===== config.mk =====
export PLATFORM = sky130hd
export DESIGN_NAME = isqrt_dbd_pipe
export DESIGN_NICKNAME = d
export VERILOG_FILES = /design/src/rtl/isqrt_dbd_pipe_pkg.sv /design/src/rtl/isqrt_dbd_pipe_stage.sv /design/src/rtl/isqrt_dbd_pipe.sv
export SDC_FILE = /design/constraint.sdc
export NUM_CORES = 2
export LEC_CHECK = 0
export ABC_AREA = 1
export ABC_CLOCK_PERIOD_IN_PS = 21800
export BUFFER_PORTS_ARGS = -buffer_cell sky130_fd_sc_hd__buf_2
export CORE_UTILIZATION = 58
export CTS_CLUSTER_SIZE = 25
export DETAILED_ROUTE_END_ITERATION = 8
export PLACE_DENSITY_LB_ADDON = 0.25
export SLEW_MARGIN = 20
export SYNTH_ARGS = -nofsm -noshare
export SYNTH_HDL_FRONTEND = slang
export SYNTH_SLANG_ARGS = --single-unit
export TNS_END_PERCENT = 50

===== constraint.sdc =====
create_clock -name clk -period 21.8 [get_ports clk]
set_input_delay 3.27 -clock clk [delete_from_list [all_inputs] [get_ports clk]]
set_output_delay 3.27 -clock clk [all_outputs]
set_load 0.005 [all_outputs]

===== src/rtl/isqrt_dbd_pipe_pkg.sv =====
// ---------------------------------------------------------------------------
// isqrt_pkg
// Shared sizing helpers for the digit-by-digit square-root pipeline.
//   even_width   : radicand width rounded up to an even number of bits
//   half_width   : number of root bits (one digit iteration per root bit)
//   stage_count  : register stages for a given iterations-per-stage grouping
//   iters_divide : legality check, iterations per stage must divide N
// ---------------------------------------------------------------------------
package isqrt_pkg;

    function automatic int even_width(input int dw);
        return dw + (dw % 32'sd2);
    endfunction

    function automatic int half_width(input int dw);
        return even_width(dw) / 32'sd2;
    endfunction

    function automatic int stage_count(input int dw, input int ips);
        return half_width(dw) / ips;
    endfunction

    function automatic bit iters_divide(input int dw, input int ips);
        return (ips >= 32'sd1) && ((half_width(dw) % ips) == 32'sd0);
    endfunction

endpackage


===== src/rtl/isqrt_dbd_pipe_stage.sv =====
// ---------------------------------------------------------------------------
// isqrt_dbd_stage
// One register stage of the square-root pipeline: ITERS_PER_STAGE digit
// iterations (starting at global iteration FIRST_ITER) evaluated
// combinationally, followed by the valid/x/y/tag register.
// Ports:
//   clk, rst        clock, asynchronous active-high reset
//   i_en            global advance; all registers hold when low
//   i_valid         sample valid from the previous stage
//   i_x, i_y        partial remainder / partial root from the previous stage
//   i_tag           sideband tag from the previous stage
//   o_valid, o_x, o_y, o_tag  registered stage outputs
// ---------------------------------------------------------------------------
module isqrt_dbd_stage #(
    parameter int WIDTH           = 32,
    parameter int ITERS_PER_STAGE = 1,
    parameter int FIRST_ITER      = 0,
    parameter int TAG_WIDTH       = 4
) (
    input  logic                 clk,
    input  logic                 rst,
    input  logic                 i_en,
    input  logic                 i_valid,
    input  logic [WIDTH-1:0]     i_x,
    input  logic [WIDTH-1:0]     i_y,
    input  logic [TAG_WIDTH-1:0] i_tag,
    output logic                 o_valid,
    output logic [WIDTH-1:0]     o_x,
    output logic [WIDTH-1:0]     o_y,
    output logic [TAG_WIDTH-1:0] o_tag
);

    localparam logic [WIDTH-1:0] ONE = {{(WIDTH-1){1'b0}}, 1'b1};

    logic [WIDTH-1:0]     w_x;
    logic [WIDTH-1:0]     w_y;
    logic [WIDTH-1:0]     w_m;
    logic [WIDTH-1:0]     w_b;

    logic                 r_valid;
    logic [WIDTH-1:0]     r_x;
    logic [WIDTH-1:0]     r_y;
    logic [TAG_WIDTH-1:0] r_tag;

    // Digit iterations for this stage; the trial bit m walks down two bits per iteration.
    always_comb begin
        w_x = i_x;
        w_y = i_y;
        w_m = '0;
        w_b = '0;
        for (int k = 0; k < ITERS_PER_STAGE; k++) begin
            w_m = ONE << (WIDTH - 2 - 2 * (FIRST_ITER + k));
            w_b = w_y | w_m;
            if (w_x >= w_b) begin
                w_x = w_x - w_b;
                w_y = (w_y >> 1) | w_m;
            end else begin
                w_y = w_y >> 1;
            end
        end
    end

    // Stage register; data only loads for valid samples so outputs stay at
    // zero after reset until the first real result reaches them.
    always_ff @(posedge clk or posedge rst) begin
        if (rst) begin
            r_valid <= 1'b0;
            r_x     <= '0;
            r_y     <= '0;
            r_tag   <= '0;
        end else if (i_en) begin
            r_valid <= i_valid;
            if (i_valid) begin
                r_x   <= w_x;
                r_y   <= w_y;
                r_tag <= i_tag;
            end
        end
    end

    assign o_valid = r_valid;
    assign o_x     = r_x;
    assign o_y     = r_y;
    assign o_tag   = r_tag;

endmodule


===== src/rtl/isqrt_dbd_pipe.sv =====
// ---------------------------------------------------------------------------
// isqrt_dbd_pipe
// Fully pipelined digit-by-digit integer square root, one sample per cycle,
// with valid/ready flow control and a sideband tag.
// Ports:
//   clk, rst                clock, asynchronous active-high reset
//   in_valid/in_ready       input handshake (in_ready depends only on output state)
//   in_data, in_tag         unsigned radicand and user tag
//   out_valid/out_ready     output handshake
//   out_root                floor(sqrt(in_data))
//   out_rem                 in_data - out_root^2
//   out_tag                 tag of the sample producing this result
// ---------------------------------------------------------------------------
module isqrt_dbd_pipe
    import isqrt_pkg::*;
#(
    parameter int DATA_WIDTH      = 32,
    parameter int ITERS_PER_STAGE = 1,
    parameter int TAG_WIDTH       = 4
) (
    input  logic                              clk,
    input  logic                              rst,
    input  logic                              in_valid,
    output logic                              in_ready,
    input  logic [DATA_WIDTH-1:0]             in_data,
    input  logic [TAG_WIDTH-1:0]              in_tag,
    output logic                              out_valid,
    input  logic                              out_ready,
    output logic [half_width(DATA_WIDTH)-1:0] out_root,
    output logic [half_width(DATA_WIDTH):0]   out_rem,
    output logic [TAG_WIDTH-1:0]              out_tag
);

    localparam int WIDTH  = even_width(DATA_WIDTH);
    localparam int N      = half_width(DATA_WIDTH);
    localparam int STAGES = stage_count(DATA_WIDTH, ITERS_PER_STAGE);

    if (!iters_divide(DATA_WIDTH, ITERS_PER_STAGE)) begin : g_bad_iters
        $error("isqrt_dbd_pipe: ITERS_PER_STAGE must divide half the even-rounded DATA_WIDTH");
    end

    // Chain index s is the input of stage s; index STAGES is the last register.
    logic                 w_valid [0:STAGES];
    logic [WIDTH-1:0]     w_x     [0:STAGES];
    logic [WIDTH-1:0]     w_y     [0:STAGES];
    logic [TAG_WIDTH-1:0] w_tag   [0:STAGES];
    logic                 w_en;

    // The whole pipe advances unless a result is waiting and not taken.
    assign w_en     = !w_valid[STAGES] || out_ready;
    assign in_ready = w_en;

    assign w_valid[0] = in_valid;
    assign w_x[0]     = WIDTH'(in_data);
    assign w_y[0]     = '0;
    assign w_tag[0]   = in_tag;

    for (genvar s = 0; s < STAGES; s++) begin : g_stage
        isqrt_dbd_stage #(
            .WIDTH          (WIDTH),
            .ITERS_PER_STAGE(ITERS_PER_STAGE),
            .FIRST_ITER     (s * ITERS_PER_STAGE),
            .TAG_WIDTH      (TAG_WIDTH)
        ) u_stage (
            .clk    (clk),
            .rst    (rst),
            .i_en   (w_en),
            .i_valid(w_valid[s]),
            .i_x    (w_x[s]),
            .i_y    (w_y[s]),
            .i_tag  (w_tag[s]),
            .o_valid(w_valid[s+1]),
            .o_x    (w_x[s+1]),
            .o_y    (w_y[s+1]),
            .o_tag  (w_tag[s+1])
        );
    end

    // Outputs come straight from the last stage register.
    assign out_valid = w_valid[STAGES];
    assign out_root  = w_y[STAGES][N-1:0];
    assign out_rem   = w_x[STAGES][N:0];
    assign out_tag   = w_tag[STAGES];

endmodule


# After elaboration in Yosys (flattened, before gate mapping)
# Index checks and enable logic that the tools add are counted.
[totals]
regBits = 953
out_inout_bits = 39
word_cells = 146
[classes]
add_sub_neg = 16
mux = 32
n_lt_le_gt_ge = 16
reduce_logical = 18
[ops]
columns = ["cell", "n"]
rows = [
  ["2-to-1 mux 32 bit", 15],
  ["2-to-1 mux 17 bit", 2],
  [">= comparator 32 x 17 -> 1 bit", 1],
  [">= comparator 32 x 18 -> 1 bit", 1],
  [">= comparator 32 x 19 -> 1 bit", 1],
  [">= comparator 32 x 20 -> 1 bit", 1],
  [">= comparator 32 x 21 -> 1 bit", 1],
  [">= comparator 32 x 22 -> 1 bit", 1],
  [">= comparator 32 x 23 -> 1 bit", 1],
  [">= comparator 32 x 24 -> 1 bit", 1],
  [">= comparator 32 x 25 -> 1 bit", 1],
  [">= comparator 32 x 26 -> 1 bit", 1],
  [">= comparator 32 x 27 -> 1 bit", 1],
  [">= comparator 32 x 28 -> 1 bit", 1],
  [">= comparator 32 x 29 -> 1 bit", 1],
  [">= comparator 32 x 30 -> 1 bit", 1],
  [">= comparator 32 x 31 -> 1 bit", 1],
  [">= comparator 32 x 31 -> 1 bit (second input constant)", 1],
  ["AND reduction 2 bit", 16],
  ["subtractor 32 x 18 -> 32 bit", 1],
  ["subtractor 32 x 19 -> 32 bit", 1],
  ["subtractor 32 x 20 -> 32 bit", 1],
  ["subtractor 32 x 21 -> 32 bit", 1],
  ["subtractor 32 x 22 -> 32 bit", 1],
  ["other kinds (28)", 28],
]

# Longest topological paths before layout
[logic_depth]
depth_word = 3
mapped_depth = 16

# Modules after synthesis
# From an unflattened synthesis, not the netlist that was laid out.
[unflattened]
cells_unflattened = 14675
hier_area_um2 = 91089.9
[modules_own_cells]
columns = ["mod", "instances", "seq_area_each_um2", "area_each_um2", "cells_each"]
rows = [
  ["isqrt_dbd_stage (g_stage[7].u_stage)", 1, 1701.6, 5889.4, 950],
  ["isqrt_dbd_stage (g_stage[15].u_stage)", 1, 1701.6, 5769.3, 928],
  ["isqrt_dbd_stage (g_stage[11].u_stage)", 1, 1701.6, 5768.0, 942],
  ["isqrt_dbd_stage (g_stage[10].u_stage)", 1, 1701.6, 5739.3, 927],
  ["isqrt_dbd_stage (g_stage[5].u_stage)", 1, 1701.6, 5739.3, 928],
  ["isqrt_dbd_stage (g_stage[12].u_stage)", 1, 1701.6, 5706.7, 922],
  ["isqrt_dbd_stage (g_stage[9].u_stage)", 1, 1701.6, 5700.5, 928],
  ["isqrt_dbd_stage (g_stage[6].u_stage)", 1, 1701.6, 5698.0, 921],
  ["isqrt_dbd_stage (g_stage[4].u_stage)", 1, 1701.6, 5695.5, 922],
  ["isqrt_dbd_stage (g_stage[13].u_stage)", 1, 1701.6, 5690.5, 925],
  ["isqrt_dbd_stage (g_stage[3].u_stage)", 1, 1701.6, 5680.4, 926],
  ["isqrt_dbd_stage (g_stage[8].u_stage)", 1, 1701.6, 5680.4, 925],
  ["isqrt_dbd_stage (g_stage[14].u_stage)", 1, 1701.6, 5616.6, 897],
  ["isqrt_dbd_stage (g_stage[0].u_stage)", 1, 1701.6, 5602.9, 884],
  ["3 more rows", "--", "--", "--", "--"],
]

# Worst setup path before layout
# No wires, ideal clock.
[synth_timing]
kind = "input-to-output"
startpoint = "in out_ready"
endpoint = "out in_ready"
cell_stages = 4
arrival_time_ns = 3.882
path_buffers = 2
slack_ns = 14.648
path_cell_list = "nor2_2 buf_4 inv_2 clkbuf_1"
[synth_via]
elab_chain_len = 1
[synth_lines]
columns = ["item", "line_no", "rtl"]
rows = [
  ["start: declaration", "isqrt_dbd_pipe.sv:28", "input logic out_ready,"],
  ["logical OR 1 bit", "isqrt_dbd_pipe.sv:50", "assign w_en = !w_valid[STAGES] || out_ready;"],
  ["end: declaration", "isqrt_dbd_pipe.sv:24", "output logic in_ready,"],
]
# No other way between the ends.

# Worst setup path after layout
# Same ends and word-level chain as after synthesis.

==> run summary <==
Status - finished clean
Clock Latency Late Sink - 0.65 ns
Fill cells - 6,311
Worst hold path class - reg2reg
Net Switching - 4.03 mW
Post-CTS Setup Bufs - 0
Share of layout cells above drive strength 1 - 5.50%
DRC Markers - 0
Critical Path Start - out_ready
Vias post-DR - 37.0k
GRT Total Usage - 32.6%
Seq/Total Area, Yosys - 43.2%
Yosys warning count - 0
Area Growth Syn to Fin - 9.40%
Routability cong. - 0.963
Largest net degree at the start of global routing - 193
Worst Setup Start Kind - input port
Width of the die - 269 µm
Num rows - 97
Most common cell after layout, fill and taps aside - nand2_1
Tmin final - 7.69 ns
Lkg Pwr - 23.3 nW
Final Slew Violations - 0
Arr. time, crit path - 4.42 ns
First-pass GRT wire length - 185 mm
Cell variety after synth - 51
Final core occ - 64.3%
RSZ-0062 raised after global routing - false
Post-Syn Nets - 5,956
Sequential Area - 17,800 µm²
Total core area - 70,300 µm²
Worst slew margin - 34.0%
Worst-path maximum fanout - 18
R2R Path Start - g_stage[9].u_stage.o_y[19]
Die height - 269 µm
Routed Antenna Nets - 0
Fin nets - 5,978
Internal power - 4.12 mW
Vias in the first global route - 35.3k
Die area - 72,200 µm²
TritonCTS clock tree - done
Starting Density - 58.7%
EDFF count, synth - 0
Most frequent cells in the layout - nand2_1 (2,044), inv_1 (774), dfrtp_1 (713), nand3_1 (551), o21ai_0 (457)
CTS buffer count - 78
Max-cap violation count - 0
Wire per inst - 17.1 µm
Final Hold Vio Count - 0
Clk_skew - 0.0377 ns
# IOs - 79
Max Clock Freq - 130 MHz
Reg power frac - 29.3%
Worst IR drop on VDD - 0.113 mV
Setup CP Type - in2out
Final WL - 116 mm
Setup slack, reg-to-reg - 18.98 ns
Sum Neg Setup Slack - 0 ns
Cell Chain, Critical Path - buf_2 -> nor2_4 -> buf_4 -> inv_2 -> buf_2
DP Wirelength - 86.5 mm
Crit-path max cell delay - 0.41 ns
Drt first pass iters - 6
Clock tree root buffer cell - clkbuf_16
Grt ovf - 0
Worst path required time - 18.53 ns
Top_reg_cell synth - dfrtp_1
Power Density - 180 nW/µm²
Post-cts sizing count - 0
Port buffer count - 78
Clock share of power - 16.9%
Seq cells post-synth - 713
Clock transition at path regs - 0.05 ns
Critical-path top delay cell - buf_4
Total power - 8.15 mW
Switching portion of total power - 49.5%
Syn avg cell area - 7.16 µm²
Worst hold start - g_stage[7].u_stage.o_tag[3]
Async set-or-reset flop fraction in the synthesized netlist - 100%
Syn Inst Count - 5,764
Multi-input logic area - 19,800 µm²
Worst setup EP type - output pin
Worst Max-Slew Pin Slew - 0.991 ns
Netlist Area Pre-Place - 41,300 µm²
CTS Buffer Depth - 3
Hold_buf cts - 0
DRT iter0 DRCs - 2,945
Period utilization - 35.3%
Final setup violation count - 0
Initial antenna violation count - 1
Sink Count - 713
H-tree depth - 3
Vias per cell - 5.44
CP most frequent cell - buf_2
Combinational share of power - 53.9%
==> metrics by stage <==
stage                     hold WS, ns  instances  cell area [µm²]  worst slack (ns)
final                           0.472       6791            45200             14.11
after global routing            0.492       6791            45200             14.07
after CTS                       0.475       6788            45100             14.12
after detailed placement        0.461       6644            42400             14.12
after global placement          0.455       6644            42400             14.10
after floorplan                 0.432       5764            41300              8.77
==> sequential cells by signal (all words and copies together), names as in the netlist <==
register,count
g_stage.u_stage.o_x,497
g_stage.u_stage.o_y,136
g_stage.u_stage.o_tag,64
g_stage.u_stage.o_valid,16
==> critical path, delay by kind of cell <==
| kind | cells | cell delay [ns] |
|---|---|---|
| buffers and inverters | 4 | 1.06 |
| and+or+nand+nor | 1 | 0.08 |
==> Yosys cell counts (3+ instances only) <==
| cell type | count | area [µm²] |
|---|---|---|
| nor2_2 | 17 | 106 |
| clkbuf_1 | 102 | 383 |
| o21ai_0 | 457 | 2290 |
| nand3_2 | 7 | 70.1 |
| o211ai_1 | 6 | 45.0 |
| xnor2_1 | 37 | 324 |
| and3_1 | 4 | 25.0 |
| and2_1 | 5 | 31.3 |
| nand2_4 | 4 | 45.0 |
| nor2_4 | 11 | 124 |
| o21bai_1 | 13 | 97.6 |
| buf_2 | 37 | 185 |
| nand3b_1 | 48 | 360 |
| nor3_1 | 51 | 255 |
| a21boi_0 | 4 | 30.0 |
| nand3_1 | 551 | 2760 |
| nand4_1 | 93 | 582 |
| nor4_1 | 25 | 156 |
| or2_2 | 3 | 18.8 |
| buf_4 | 6 | 45.0 |
| buf_1 | 8 | 30.0 |
| a21oi_1 | 108 | 541 |
| inv_2 | 10 | 37.5 |
| nand2_2 | 8 | 50.1 |
| nand2_1 | 2044 | 7670 |
| buf_6 | 11 | 124 |
| o21ai_1 | 10 | 50.1 |
| nor2_1 | 339 | 1270 |
| inv_1 | 777 | 2920 |
| xor2_1 | 76 | 666 |
| dfrtp_1 | 713 | 17800 |
| clkinv_1 | 4 | 15.0 |
| ha_1 | 152 | 1900 |
==> cell families after synthesis <==
logic type	count (synthesis)	synth area share, %
and+or+nand+nor	3220	33.1
buffers and inverters	956	9.09
DFF	713	43.2
AOI/OAI and AO/OA	610	7.60
adders and majority gates	152	4.61
xor gates and xnor gates	113	2.40
==> layout make-up <==
type	instances	share of cell area, %
antenna	1	0.00554
clock buffer	106	4.84
clock inverter	38	1.12
inverter	791	6.58
multi-input combinational	4095	43.8
sequential	713	39.5
tap	940	2.60
timing repair buffer	107	1.53
==> routing by layer <==
layer  vias up  GRT usage [%]  share of wire [%]
met3       264           3.77                4.6
met5         -              0                  0
met1     17400           40.5                 41
met2      1009           56.9                 49
li1      18300              -                  -
met4         0           14.8                4.9
==> power groups by stage <==
stage          clock network [mW]  registers [mW]  logic, mW
6_report                     1.37            2.39       4.39
5_1_grt                      1.44            2.44       4.98
4_1_cts                      1.39            2.37       4.34
3_5_place_dp                    0            2.39       4.31
3_3_place_gp                    0            2.38       4.26
2_1_floorplan                   0            2.18       3.31
==> path summary, 6_finish.rpt <==
path,end,cells past startpoint
max,in_ready,5
min,g_stage[7].u_stage.o_tag[3],2
max reg2reg,g_stage[10].u_stage.o_x[26],8
min reg2reg,g_stage[7].u_stage.o_tag[3],2
max in group asynchronous,g_stage[14].u_stage.o_y[12],7
min in group asynchronous,g_stage[0].u_stage.o_x[3],3
Power figures use the tool's default switching activity.
